<file path="src/rtl/lsu_dtag_err_ctl_pkg.sv">
// ---------------------------------------------------------------------------
// lsu_dtag_err_ctl_pkg
//   Shared definitions for the L1D tag/valid error and diagnostic sequencer:
//   default geometry, error-queue entry width and the FSM state encoding.
//   Imported by lsu_dtag_errq and lsu_dtag_err_ctl.
// ---------------------------------------------------------------------------
package lsu_dtag_err_ctl_pkg;

    localparam int DTAG_INDEX_W      = 7;   // 128 sets
    localparam int DTAG_WAYS         = 4;   // associativity, one-hot vectors
    localparam int DTAG_ERRQ_DEPTH   = 2;   // error queue entries
    // One queue entry is {set index, way mask}.
    localparam int DTAG_ERRQ_ENTRY_W = DTAG_INDEX_W + DTAG_WAYS;

    // IDLE    : waiting for a granted slot
    // INV     : one-cycle valid-array invalidate of the queue head
    // DRD_E   : diagnostic tag read sits in M, way select driven
    // DRD_M   : diagnostic data lands in the G-stage flop, done pulses
    // DRD_G   : reserved encoding, treated as IDLE
    typedef enum logic [2:0] {
        ST_IDLE  = 3'd0,
        ST_INV   = 3'd1,
        ST_DRD_E = 3'd2,
        ST_DRD_M = 3'd3,
        ST_DRD_G = 3'd4
    } dtag_state_e;

endpackage

</file>
<file path="src/rtl/lsu_dtag_errq.sv">
// ---------------------------------------------------------------------------
// lsu_dtag_errq
//   Small synchronous FIFO of tag-parity error records {index, way mask}.
//   A push whose index matches the tail entry ORs its mask into that entry
//   instead of allocating a new one. A push while full is dropped unless a
//   pop in the same cycle frees an entry.
//
// Ports
//   clk, rst_l       clock, asynchronous active-low reset
//   push             capture request
//   push_index/mask  record to capture
//   pop              retire the head entry (ignored when empty)
//   head_index/mask  head entry contents
//   empty            no entries held
//   near_full        registered: count >= DEPTH-1
//   drop             this cycle's push was lost (queue full, no merge/pop)
// ---------------------------------------------------------------------------
module lsu_dtag_errq
    import lsu_dtag_err_ctl_pkg::*;
#(
    parameter int INDEX_W = DTAG_INDEX_W,
    parameter int WAYS    = DTAG_WAYS,
    parameter int DEPTH   = DTAG_ERRQ_DEPTH,
    parameter int ENTRY_W = DTAG_ERRQ_ENTRY_W
) (
    input  logic               clk,
    input  logic               rst_l,
    input  logic               push,
    input  logic [INDEX_W-1:0] push_index,
    input  logic [WAYS-1:0]    push_mask,
    input  logic               pop,
    output logic [INDEX_W-1:0] head_index,
    output logic [WAYS-1:0]    head_mask,
    output logic               empty,
    output logic               near_full,
    output logic               drop
);

    localparam int PTR_W = (DEPTH > 1) ? $clog2(DEPTH) : 1;
    localparam int CNT_W = $clog2(DEPTH + 1);

    logic [ENTRY_W-1:0] mem [DEPTH];
    logic [PTR_W-1:0]   rd_ptr;
    logic [PTR_W-1:0]   wr_ptr;
    logic [PTR_W-1:0]   tail_ptr;
    logic [CNT_W-1:0]   count;
    logic [CNT_W-1:0]   count_nxt;
    logic               full;
    logic               do_pop;
    logic               merge;
    logic               do_write;

    assign empty    = (count == '0);
    assign full     = (count == CNT_W'(DEPTH));
    // DEPTH is a power of two, so the pointer wraps naturally.
    assign tail_ptr = wr_ptr - PTR_W'(1);
    assign do_pop   = pop & ~empty;

    // Never merge into an entry that is being retired this cycle: its mask
    // has already gone out on the invalidate port.
    assign merge    = push & ~empty
                    & (mem[tail_ptr][ENTRY_W-1:WAYS] == push_index)
                    & ~(do_pop & (count == CNT_W'(1)));
    assign do_write = push & ~merge & (~full | do_pop);
    assign drop     = push & ~merge & ~do_write;

    assign count_nxt = count + CNT_W'(do_write) - CNT_W'(do_pop);

    assign head_index = mem[rd_ptr][ENTRY_W-1:WAYS];
    assign head_mask  = mem[rd_ptr][WAYS-1:0];

    // NOTE: state registers use non-blocking assignments so every flop
    // samples pre-edge values, independent of block evaluation order.
    always_ff @(posedge clk or negedge rst_l) begin
        if (!rst_l) begin
            rd_ptr    <= '0;
            wr_ptr    <= '0;
            count     <= '0;
            near_full <= 1'b0;
        end else begin
            if (do_write) wr_ptr <= wr_ptr + PTR_W'(1);
            if (do_pop)   rd_ptr <= rd_ptr + PTR_W'(1);
            count     <= count_nxt;
            near_full <= (count_nxt >= CNT_W'(DEPTH - 1));
        end
    end

    // NOTE: the storage array has no reset; an entry is only ever read while
    // count says it holds valid data, so resetting it would just cost flops.
    always_ff @(posedge clk) begin
        if (do_write) begin
            mem[wr_ptr] <= {push_index, push_mask};
        end else if (merge) begin
            mem[tail_ptr][WAYS-1:0] <= mem[tail_ptr][WAYS-1:0] | push_mask;
        end
    end

endmodule

</file>
<file path="src/rtl/lsu_dtag_err_ctl.sv">
// ---------------------------------------------------------------------------
// lsu_dtag_err_ctl
//   Sequencer for the L1D tag/valid datapath. Queues per-way tag parity
//   errors seen in G and invalidates the erroring ways through the valid
//   array write port in LSU-granted slots. Also runs diagnostic (ASI) tag
//   reads: tag read in E, one-hot way select in M, done when the G data is
//   in the misc read-data flop.
//
// Optional feature: define LSU_DTAG_ERR_CNT_EN for a saturating 8-bit count
//   of all error captures (accepted, merged or dropped). Otherwise
//   dtag_err_cnt is tied to zero.
//
// Ports
//   rclk, rst_l                  clock, asynchronous active-low reset
//   tag_chk_vld_g, tag_index_g   tag lookup in G and its set index
//   lsu_rd_dtag_parity_g         per-way parity error
//   dva_vld_g                    per-way valid bits of that set
//   lsu_slot_free_e              tag/valid port idle in E this cycle
//   asi_tagrd_req/index/way      diagnostic read request (level)
//   dtag_rd_en_e/index_e         controller-owned tag read in E
//   lsu_dtag_rsel_m              one-hot way select in M
//   dva_inv_en/index/wmask       valid-array invalidate
//   asi_tagrd_done               diag data valid in misc rdata next cycle
//   lsu_dtag_err_stall           hold new lookups (queue nearly full)
//   dtag_err_ovfl                sticky: an error record was dropped
//   dtag_err_cnt                 saturating error count
// ---------------------------------------------------------------------------
module lsu_dtag_err_ctl
    import lsu_dtag_err_ctl_pkg::*;
#(
    parameter int INDEX_W    = DTAG_INDEX_W,
    parameter int WAYS       = DTAG_WAYS,
    parameter int ERRQ_DEPTH = DTAG_ERRQ_DEPTH
) (
    input  logic               rclk,
    input  logic               rst_l,
    input  logic               tag_chk_vld_g,
    input  logic [INDEX_W-1:0] tag_index_g,
    input  logic [WAYS-1:0]    lsu_rd_dtag_parity_g,
    input  logic [WAYS-1:0]    dva_vld_g,
    input  logic               lsu_slot_free_e,
    input  logic               asi_tagrd_req,
    input  logic [INDEX_W-1:0] asi_tagrd_index,
    input  logic [1:0]         asi_tagrd_way,
    output logic               dtag_rd_en_e,
    output logic [INDEX_W-1:0] dtag_rd_index_e,
    output logic [WAYS-1:0]    lsu_dtag_rsel_m,
    output logic               dva_inv_en,
    output logic [INDEX_W-1:0] dva_inv_index,
    output logic [WAYS-1:0]    dva_inv_wmask,
    output logic               asi_tagrd_done,
    output logic               lsu_dtag_err_stall,
    output logic               dtag_err_ovfl,
    output logic [7:0]         dtag_err_cnt
);

    dtag_state_e        state;
    dtag_state_e        state_nxt;
    logic [WAYS-1:0]    err_mask;
    logic               capture;
    logic               q_pop;
    logic               q_empty;
    logic               q_near_full;
    logic               q_drop;
    logic [INDEX_W-1:0] q_head_index;
    logic [WAYS-1:0]    q_head_mask;
    logic               diag_start;
    logic [1:0]         diag_way;

    // Only ways that are actually valid need invalidating.
    assign err_mask = lsu_rd_dtag_parity_g & dva_vld_g;
    assign capture  = tag_chk_vld_g & (|err_mask);

    lsu_dtag_errq #(
        .INDEX_W (INDEX_W),
        .WAYS    (WAYS),
        .DEPTH   (ERRQ_DEPTH),
        .ENTRY_W (INDEX_W + WAYS)
    ) u_errq (
        .clk        (rclk),
        .rst_l      (rst_l),
        .push       (capture),
        .push_index (tag_index_g),
        .push_mask  (err_mask),
        .pop        (q_pop),
        .head_index (q_head_index),
        .head_mask  (q_head_mask),
        .empty      (q_empty),
        .near_full  (q_near_full),
        .drop       (q_drop)
    );

    assign lsu_dtag_err_stall = q_near_full;

    always_ff @(posedge rclk or negedge rst_l) begin
        if (!rst_l) begin
            state         <= ST_IDLE;
            diag_way      <= 2'd0;
            dtag_err_ovfl <= 1'b0;
        end else begin
            state <= state_nxt;
            // Way is latched at grant so the M-stage select cannot shift
            // if the requester changes it mid-operation.
            if (diag_start) diag_way <= asi_tagrd_way;
            if (q_drop)     dtag_err_ovfl <= 1'b1;
        end
    end

    // NOTE: every output of this block gets a default before the case, so no
    // path leaves a signal unassigned and no latch is inferred.
    always_comb begin
        state_nxt       = state;
        diag_start      = 1'b0;
        q_pop           = 1'b0;
        dtag_rd_en_e    = 1'b0;
        dtag_rd_index_e = '0;
        lsu_dtag_rsel_m = '0;
        dva_inv_en      = 1'b0;
        dva_inv_index   = '0;
        dva_inv_wmask   = '0;
        asi_tagrd_done  = 1'b0;

        case (state)
            ST_IDLE: begin
                if (!q_empty && lsu_slot_free_e) begin
                    state_nxt = ST_INV;
                end else if (asi_tagrd_req && lsu_slot_free_e && rst_l) begin
                    // The read launches combinationally in the granted slot;
                    // rst_l gating keeps it quiet while reset is held.
                    diag_start      = 1'b1;
                    dtag_rd_en_e    = 1'b1;
                    dtag_rd_index_e = asi_tagrd_index;
                    state_nxt       = ST_DRD_E;
                end
            end
            ST_INV: begin
                dva_inv_en    = 1'b1;
                dva_inv_index = q_head_index;
                dva_inv_wmask = q_head_mask;
                q_pop         = 1'b1;
                state_nxt     = ST_IDLE;
            end
            ST_DRD_E: begin
                // Out-of-range way indices leave the select all-zero.
                for (int i = 0; i < WAYS; i++) begin
                    lsu_dtag_rsel_m[i] = (int'(diag_way) == i);
                end
                state_nxt = ST_DRD_M;
            end
            ST_DRD_M: begin
                asi_tagrd_done = 1'b1;
                state_nxt      = ST_IDLE;
            end
            default: begin
                state_nxt = ST_IDLE;
            end
        endcase
    end

`ifdef LSU_DTAG_ERR_CNT_EN
    logic [7:0] err_cnt;

    always_ff @(posedge rclk or negedge rst_l) begin
        if (!rst_l) begin
            err_cnt <= 8'h00;
        end else if (capture && (err_cnt != 8'hFF)) begin
            err_cnt <= err_cnt + 8'd1;
        end
    end

    assign dtag_err_cnt = err_cnt;
`else
    assign dtag_err_cnt = 8'h00;
`endif

endmodule

</file>
<file path="config.mk">
export PLATFORM = sky130hd
export DESIGN_NAME = lsu_dtag_err_ctl
export DESIGN_NICKNAME = d
export VERILOG_FILES = /design/src/rtl/lsu_dtag_err_ctl_pkg.sv /design/src/rtl/lsu_dtag_errq.sv /design/src/rtl/lsu_dtag_err_ctl.sv
export SDC_FILE = /design/constraint.sdc
export NUM_CORES = 1
export LEC_CHECK = 0
export CORE_UTILIZATION = 41
export CTS_BUF_LIST = sky130_fd_sc_hd__clkbuf_16
export DETAILED_ROUTE_END_ITERATION = 8
export GPL_TIMING_DRIVEN = 0
export PLACE_DENSITY = 0.76
export SKIP_LAST_GASP = 1
export SLEW_MARGIN = 40
export SYNTH_ARGS = -nofsm -noshare
export SYNTH_HDL_FRONTEND = slang
export SYNTH_SLANG_ARGS = --single-unit
</file>
<file path="constraint.sdc">
create_clock -name rclk -period 2.35 [get_ports rclk]
set_input_delay 0.47 -clock rclk [delete_from_list [all_inputs] [get_ports rclk]]
set_output_delay 0.47 -clock rclk [all_outputs]
set_load 0.05 [all_outputs]
</file>
After elaboration in Yosys (flattened, before gate mapping):

Memory sizes are Yosys's and may differ from the RTL's.
Cells that the tools add are included.

* output and inout bits: 35
* register bits: 11
* latch bits: 0
* memories kept: 1
* logic and storage cells: 72
* RAM bits: 22
* bits in read-only memories: 0
* input bits: 29

* bitwise gates (word level): 17
* shift-type cells: 0
* eq/ne operators: 10
* reduce and logical (&&, ||, !) cells: 9
* multipliers: 0
* divide/modulo/power cells: 0
* add/sub/neg operators: 5
* mux-type cells: 22
* $lt $le $gt $ge: 1

Memories
* u_errq.mem: words 2, width 11, rd ports 2, clocked after Yosys merged registers in 0, wr ports 1, line lsu_dtag_errq.sv:42 `logic [ENTRY_W-1:0] mem [DEPTH];`

Operators by type and width (count)
* $mux W7: 4
* $mux W1: 11
* $mux W11: 1
* $reduce_or A11 Y1: 1
* $and A1 B1 Y1: 9
* $mux W4: 2
* $eq A7 B7 Y1: 1
* $eq A2 B2 Y1 const B: 3
* $eq A3 B2 Y1 const B: 2
* $mux W3: 2
* $pmux W3 S2: 1
* $not A1 Y1: 5
* $and A4 B4 Y4: 1
* $eq A2 B1 Y1 const B: 2
* $logic_not A2 Y1: 2
* $or A4 B4 Y4: 1
* $reduce_or A4 Y1: 1
* $eq A3 B1 Y1 const B: 1
* $logic_and A1 B1 Y1: 3
* $logic_not A3 Y1: 1
* $ne A3 B3 Y1 const B: 1
* $add A1 B1 Y1 const B: 2
* $add A2 B1 Y2: 1
* $ge A2 B1 Y1 const B: 1
* other kinds (5): 5

Depth between registers and ports, before layout:

Gate-level depths: netlist (run 1).

* word-level depth: 13
* mapped depth: 12
* mapped depth without buffers: 9

By module:

A second synthesis (run 1) with hierarchy kept.

* cells, all modules: 153
* area total of the unflattened synthesis: 1920.6 µm²

By module, submodules not included
* lsu_dtag_errq: cells an instance 99, area an instance 1435.1 µm², instances 1, sequential area each 785.8 µm²
* lsu_dtag_err_ctl: cells an instance 54, area an instance 485.5 µm², instances 1, sequential area each 125.1 µm²

Worst setup path before layout (run 1):

OpenSTA, ideal clock, no wires.

* kind: register to output
* start: register u_errq.count[0]
* end: output port dtag_rd_index_e[0]
* data required time: 1880 ps
* path buffers: 1
* arrival time: 2103 ps
* slack: -223 ps
* cell stages (with the launch flop): 6
* cell sequence: dfrtp_1 nor2_1 nand3_1 nor4b_1 clkbuf_1 and2_1

* longest elaborated chain between the ends: 5

RTL lines
* from (decl): line lsu_dtag_errq.sv:46 `logic [CNT_W-1:0] count;`
* from (signal assigned): line lsu_dtag_errq.sv:83 `count <= count_nxt;`
* $logic_not A2 Y1: line lsu_dtag_errq.sv:53 `assign empty = (count == '0);`
* $logic_not A1 Y1: line lsu_dtag_err_ctl.sv:125 `if (!q_empty && lsu_slot_free_e) begin`
* $logic_and A1 B1 Y1: line lsu_dtag_err_ctl.sv:125
* $mux W7: line lsu_dtag_err_ctl.sv:125
* $mux W7: line lsu_dtag_err_ctl.sv:123 `case (state)`
* to (decl): line lsu_dtag_err_ctl.sv:46 `output logic [INDEX_W-1:0] dtag_rd_index_e,`

No other way between the ends.

Worst setup path in the final report (run 1):

* start: register u_errq.wr_ptr
* end: register u_errq.near_full

* longest elaborated chain between the ends: 11

RTL lines
* from (decl): line lsu_dtag_errq.sv:44 `logic [PTR_W-1:0] wr_ptr;`
* from (signal assigned): line lsu_dtag_errq.sv:81 `if (do_write) wr_ptr <= wr_ptr + PTR_W'(1);`
* $sub A1 B1 Y1: line lsu_dtag_errq.sv:56 `assign tail_ptr = wr_ptr - PTR_W'(1);`
* $mem_v2 Z2 W11
* $eq A7 B7 Y1: line lsu_dtag_errq.sv:62 `& (mem[tail_ptr][ENTRY_W-1:WAYS] == push_index)`
* $and A1 B1 Y1: line lsu_dtag_errq.sv:62
* $and A1 B1 Y1: line lsu_dtag_errq.sv:63 `& ~(do_pop & (count == CNT_W'(1)));`
* $not A1 Y1: line lsu_dtag_errq.sv:64 `assign do_write = push & ~merge & (~full | do_pop);`
* $and A1 B1 Y1 (2 in a row): line lsu_dtag_errq.sv:64
* net u_errq.do_write: line lsu_dtag_errq.sv:51 `logic do_write;`
* $add A2 B1 Y2: line lsu_dtag_errq.sv:67 `assign count_nxt = count + CNT_W'(do_write) - CNT_W'(do_pop);`
* $sub A2 B1 Y2: line lsu_dtag_errq.sv:67
* net u_errq.count_nxt[1]: line lsu_dtag_errq.sv:47 `logic [CNT_W-1:0] count_nxt;`
* $ge A2 B1 Y1: line lsu_dtag_errq.sv:84 `near_full <= (count_nxt >= CNT_W'(DEPTH - 1));`
* to (signal assigned): line lsu_dtag_errq.sv:84
* to (decl): line lsu_dtag_errq.sv:35 `output logic near_full,`

The timed path passes the listed nets, and every way through them passes these cells.
A chain may end at the register's enable or synchronous reset.

==> results by group, run 1 <==
STA
  – Final Max Tran Viols: 0
  – Skew final: 5.53 ps
  – Achievable Freq: 0.415 GHz
  – Post-route clock period utilization: 102%
  – Fin. Hold Viols: 0
  – Slew margin rel.: 63.4%
  – Crit path time final: 2410 ps
  – Setup ws final: -57.2 ps
  – Unrepaired setup endpoints after global routing: yes
  – Worst Tran Pin Value: 549 ps
  – Final setup viols: 1

Synthesis
  – Synth Flop Type: edfxtp_1
  – Yosys reg bits: 32
  – Mapped Cells: 163
  – Syn avg cell area: 11.3 um^2
  – Yosys cell types: 39
  – Synth top cells by count: mux2i_1 (24), edfxtp_1 (22), nor2_1 (18)
  – Cell with the most instances after synthesis: mux2i_1
  – Leading area contributor after synthesis: edfxtp_1
  – Synth Cell Area: 1850 um^2
  – YS warnings: 0
  – Yosys top cell area share: 35.7%
  – Ys async rst share: 31.3%
  – Register area share after synthesis: 49.3%
  – Number of synthesized flops with an enable pin: 22
  – Ranking of synthesized cells by area: edfxtp_1 (36%), dfrtp_1 (14%), mux2i_1 (13%), xnor2_1 (4.3%), and2_1 (4.1%)

Placed design
  – Hpwl dp: 2680 um
  – IO Port Bufs: 55
  – RePlAce Congestion: 0.741
  – DP Area: 2520 um^2

Global routing
  – Total track usage: 16.7%
  – Vias in the first global route: 1,352
  – Met2 usage: 26.8%
  – Initial antenna violation count: 0
  – GRT met1 Usage: 21.9%
  – First-pass GRT wire length: 6200 um
  – GR Overflow Total: 0
  – Largest net degree at the start of global routing: 12
  – Met3 usage: 3.65%
  – Most used routing layer: met2

Worst setup path
  – Critical Path AT: 2570 ps
  – Flop2flop setup slack: -60 ps
  – Nature of the critical path endpoint: flip-flop
  – Worst Reg2Reg Path Length in Cells: 11
  – R2R Path End: u_errq.near_full
  – Worst-path fanout max: 5
  – RR Startpoint: u_errq.wr_ptr
  – Worst EP required: 2510 ps
  – WS Path Type: flip-flop to flip-flop
  – CP Launch Type: flip-flop

Detailed routing
  – Drt wl/cell: 14.0 um
  – Routed vias/inst: 4.78
  – Drt pass-1 iters: 4
  – Remaining DRCs: 0
  – Iter 0 DRT Violations: 32
  – Vias post-DR: 1,404
  – WL final: 4130 um
  – Routed Antenna Nets: 0

Pwr
  – P_leak: 1.26 nW
  – Switch share: 40.0%
  – Gate power share: 50.7%
  – Clock power share: 21.9%
  – NetSw: 1.30 mW
  – Pint: 1.94 mW
  – Sequential power share: 27.4%
  – Pwr Density: 1110 nW/um^2
  – Worst vdd ir: 0.577 mV
  – Total power draw: 3.24 mW

Worst hold path
  – Worst hold path type: input port to async pin

Run
  – Max-Cap Viols: 0

Clock tree
  – Cts bufs inserted: 5
  – Clk_lat worst skew: 270 ps
  – CTS H-tree depth: 2
  – CTS tree: yes
  – Clock root buffer: clkbuf_16
  – Clock Pin Slew Worst Setup and Hold Paths: 50 ps
  – Clock tree buffer depth: 2
  – Hold_buf cts: 0
  – Clk sinks: 32

Die
  – Row Count: 24
  – Initial Util: 42.5%
  – Core box area: 4350 um^2
  – Die area: 4780 um^2
  – I/O pin total: 64
  – Die W: 69.2 um
  – Die height: 69.2 um

Final layout
  – Layout cells sized above 1: 36.0%
  – Synth-to-Final Area Change: 57.9%
  – Multi-input combinational cell area: 966 um^2
  – Fillers: 321
  – Design Area, Final: 2920 um^2
  – Ant. Diodes: 0
  – Sequential Area: 913 um^2
  – Final net count: 272

Status
  – Status: finished, violations left
  – Failing checks: negative setup slack
## worst max path at each step
| stage | startpoint | slack [ps] | cells after the start | to |
|---|---|---|---|---|
| global route | u_errq.wr_ptr | -140 | 11 | u_errq.near_full |
| CTS | u_errq.wr_ptr | -80 | 12 | u_errq.near_full |
| global placement | rst_l | -1130 | 6 | dtag_rd_index_e[1] |
| floorplan | u_errq.count[0] | 40 | 5 | dtag_rd_index_e[0] |
| detailed placement | rst_l | -1110 | 6 | dtag_rd_index_e[1] |
| finish | u_errq.wr_ptr | -60 | 11 | u_errq.near_full |
## routing by layer
metal,part of all wire (%),vias up
met4,1.4,0
met2,51,55
met5,0,-
li1,-,706
met1,42,635
met3,5.5,8
## sequential cells by signal, summed over array words and instances, names as in the netlist
name / count
diag_way: 2
dtag_err_ovfl: 1
state: 2
u_errq.count: 2
u_errq.mem: 22
u_errq.near_full: 1
u_errq.rd_ptr: 1
u_errq.wr_ptr: 1
## power by group through the flow
stage,clock network (mW),logic (mW),registers (mW)
2_1_floorplan,0,1.11,0.869
3_3_place_gp,0,1.50,0.866
3_5_place_dp,0,1.52,0.871
4_1_cts,0.720,1.55,0.867
5_1_grt,0.748,1.75,0.905
6_report,0.709,1.64,0.889
## worst max-delay path, stage by stage (launching register included)
cell	delay (ps)
dfrtp_1	370
buf_6	140
mux2i_4	190
xnor2_2	150
nor4_4	340
nand3_2	150
buf_8	140
and2_4	150
ha_4	150
xnor2_2	130
xnor2_1	150
or2_4	230
## cell usage in the layout (no fill, tap or decap), types with 3 or more instances in the layout
cell,netlist,routed
xnor2_2,0,3
conb_1,1,8
and2_1,12,4
buf_2,0,4
nor2_1,18,14
nand2_1,7,7
nand2b_1,3,3
buf_4,8,17
xnor2_1,9,6
o21ai_2,3,3
clkdlybuf4s50_1,0,30
inv_1,7,8
mux2i_1,24,20
buf_8,0,8
dfrtp_1,10,8
and2_4,4,12
clkbuf_16,0,5
edfxtp_1,22,22
clkdlybuf4s15_2,0,8
buf_6,3,3
dlygate4sd2_1,0,5
## final cells by class
class	instances	area share (%)
buffer	14	4.33
clock buffer	5	4.28
clock inverter	3	1.33
inverter	7	0.900
multi-input combinational	116	33.1
sequential	32	31.3
tap	52	2.23
timing repair buffer	65	22.6
## cell families (layout without fill, tap and decap cells)
logic type / Yosys count / count (layout) / synth area share [%]
other: 1 / 8 / 0.203
xor gates and xnor gates: 10 / 10 / 4.74
and+or+nand+nor: 57 / 57 / 18.0
muxes: 26 / 26 / 14.2
adders and majority gates: 2 / 2 / 1.35
AOI/OAI and AO/OA: 13 / 13 / 4.94
buffers and inverters: 22 / 94 / 7.31
DFF: 32 / 32 / 49.3
## timing repair
action                     CTS  global route
resized for setup           95            51
pin swaps                    2             8
setup endpoints to repair   32            42
buffers inserted             3             7
## stage by stage
stage	hold WS (ps)	setup TNS [ps]	std cells	utilization (%)	setup slack, ps
2_1_floorplan	174	0	170	-	40.6
3_3_place_gp	499	-18700	277	57.8	-1130
3_5_place_dp	496	-18100	277	57.8	-1110
4_1_cts	160	-223	288	62.8	-81.6
5_1_grt	77.5	-463	294	67.1	-140
6_report	57.5	-57.2	294	67.1	-57.2
Note: power is estimated with default switching activity, not from simulation.
==> run 2, diff against run 1 <==
--- a/config.mk
+++ b/config.mk
@@ -11,7 +11,6 @@
 export GPL_TIMING_DRIVEN = 0
 export PLACE_DENSITY = 0.76
 export SKIP_LAST_GASP = 1
-export SLEW_MARGIN = 40
 export SYNTH_ARGS = -nofsm -noshare
 export SYNTH_HDL_FRONTEND = slang
 export SYNTH_SLANG_ARGS = --single-unit
==> results of run 2 <==
No change in the layout: final DEF, timing and power equal those of run 1.
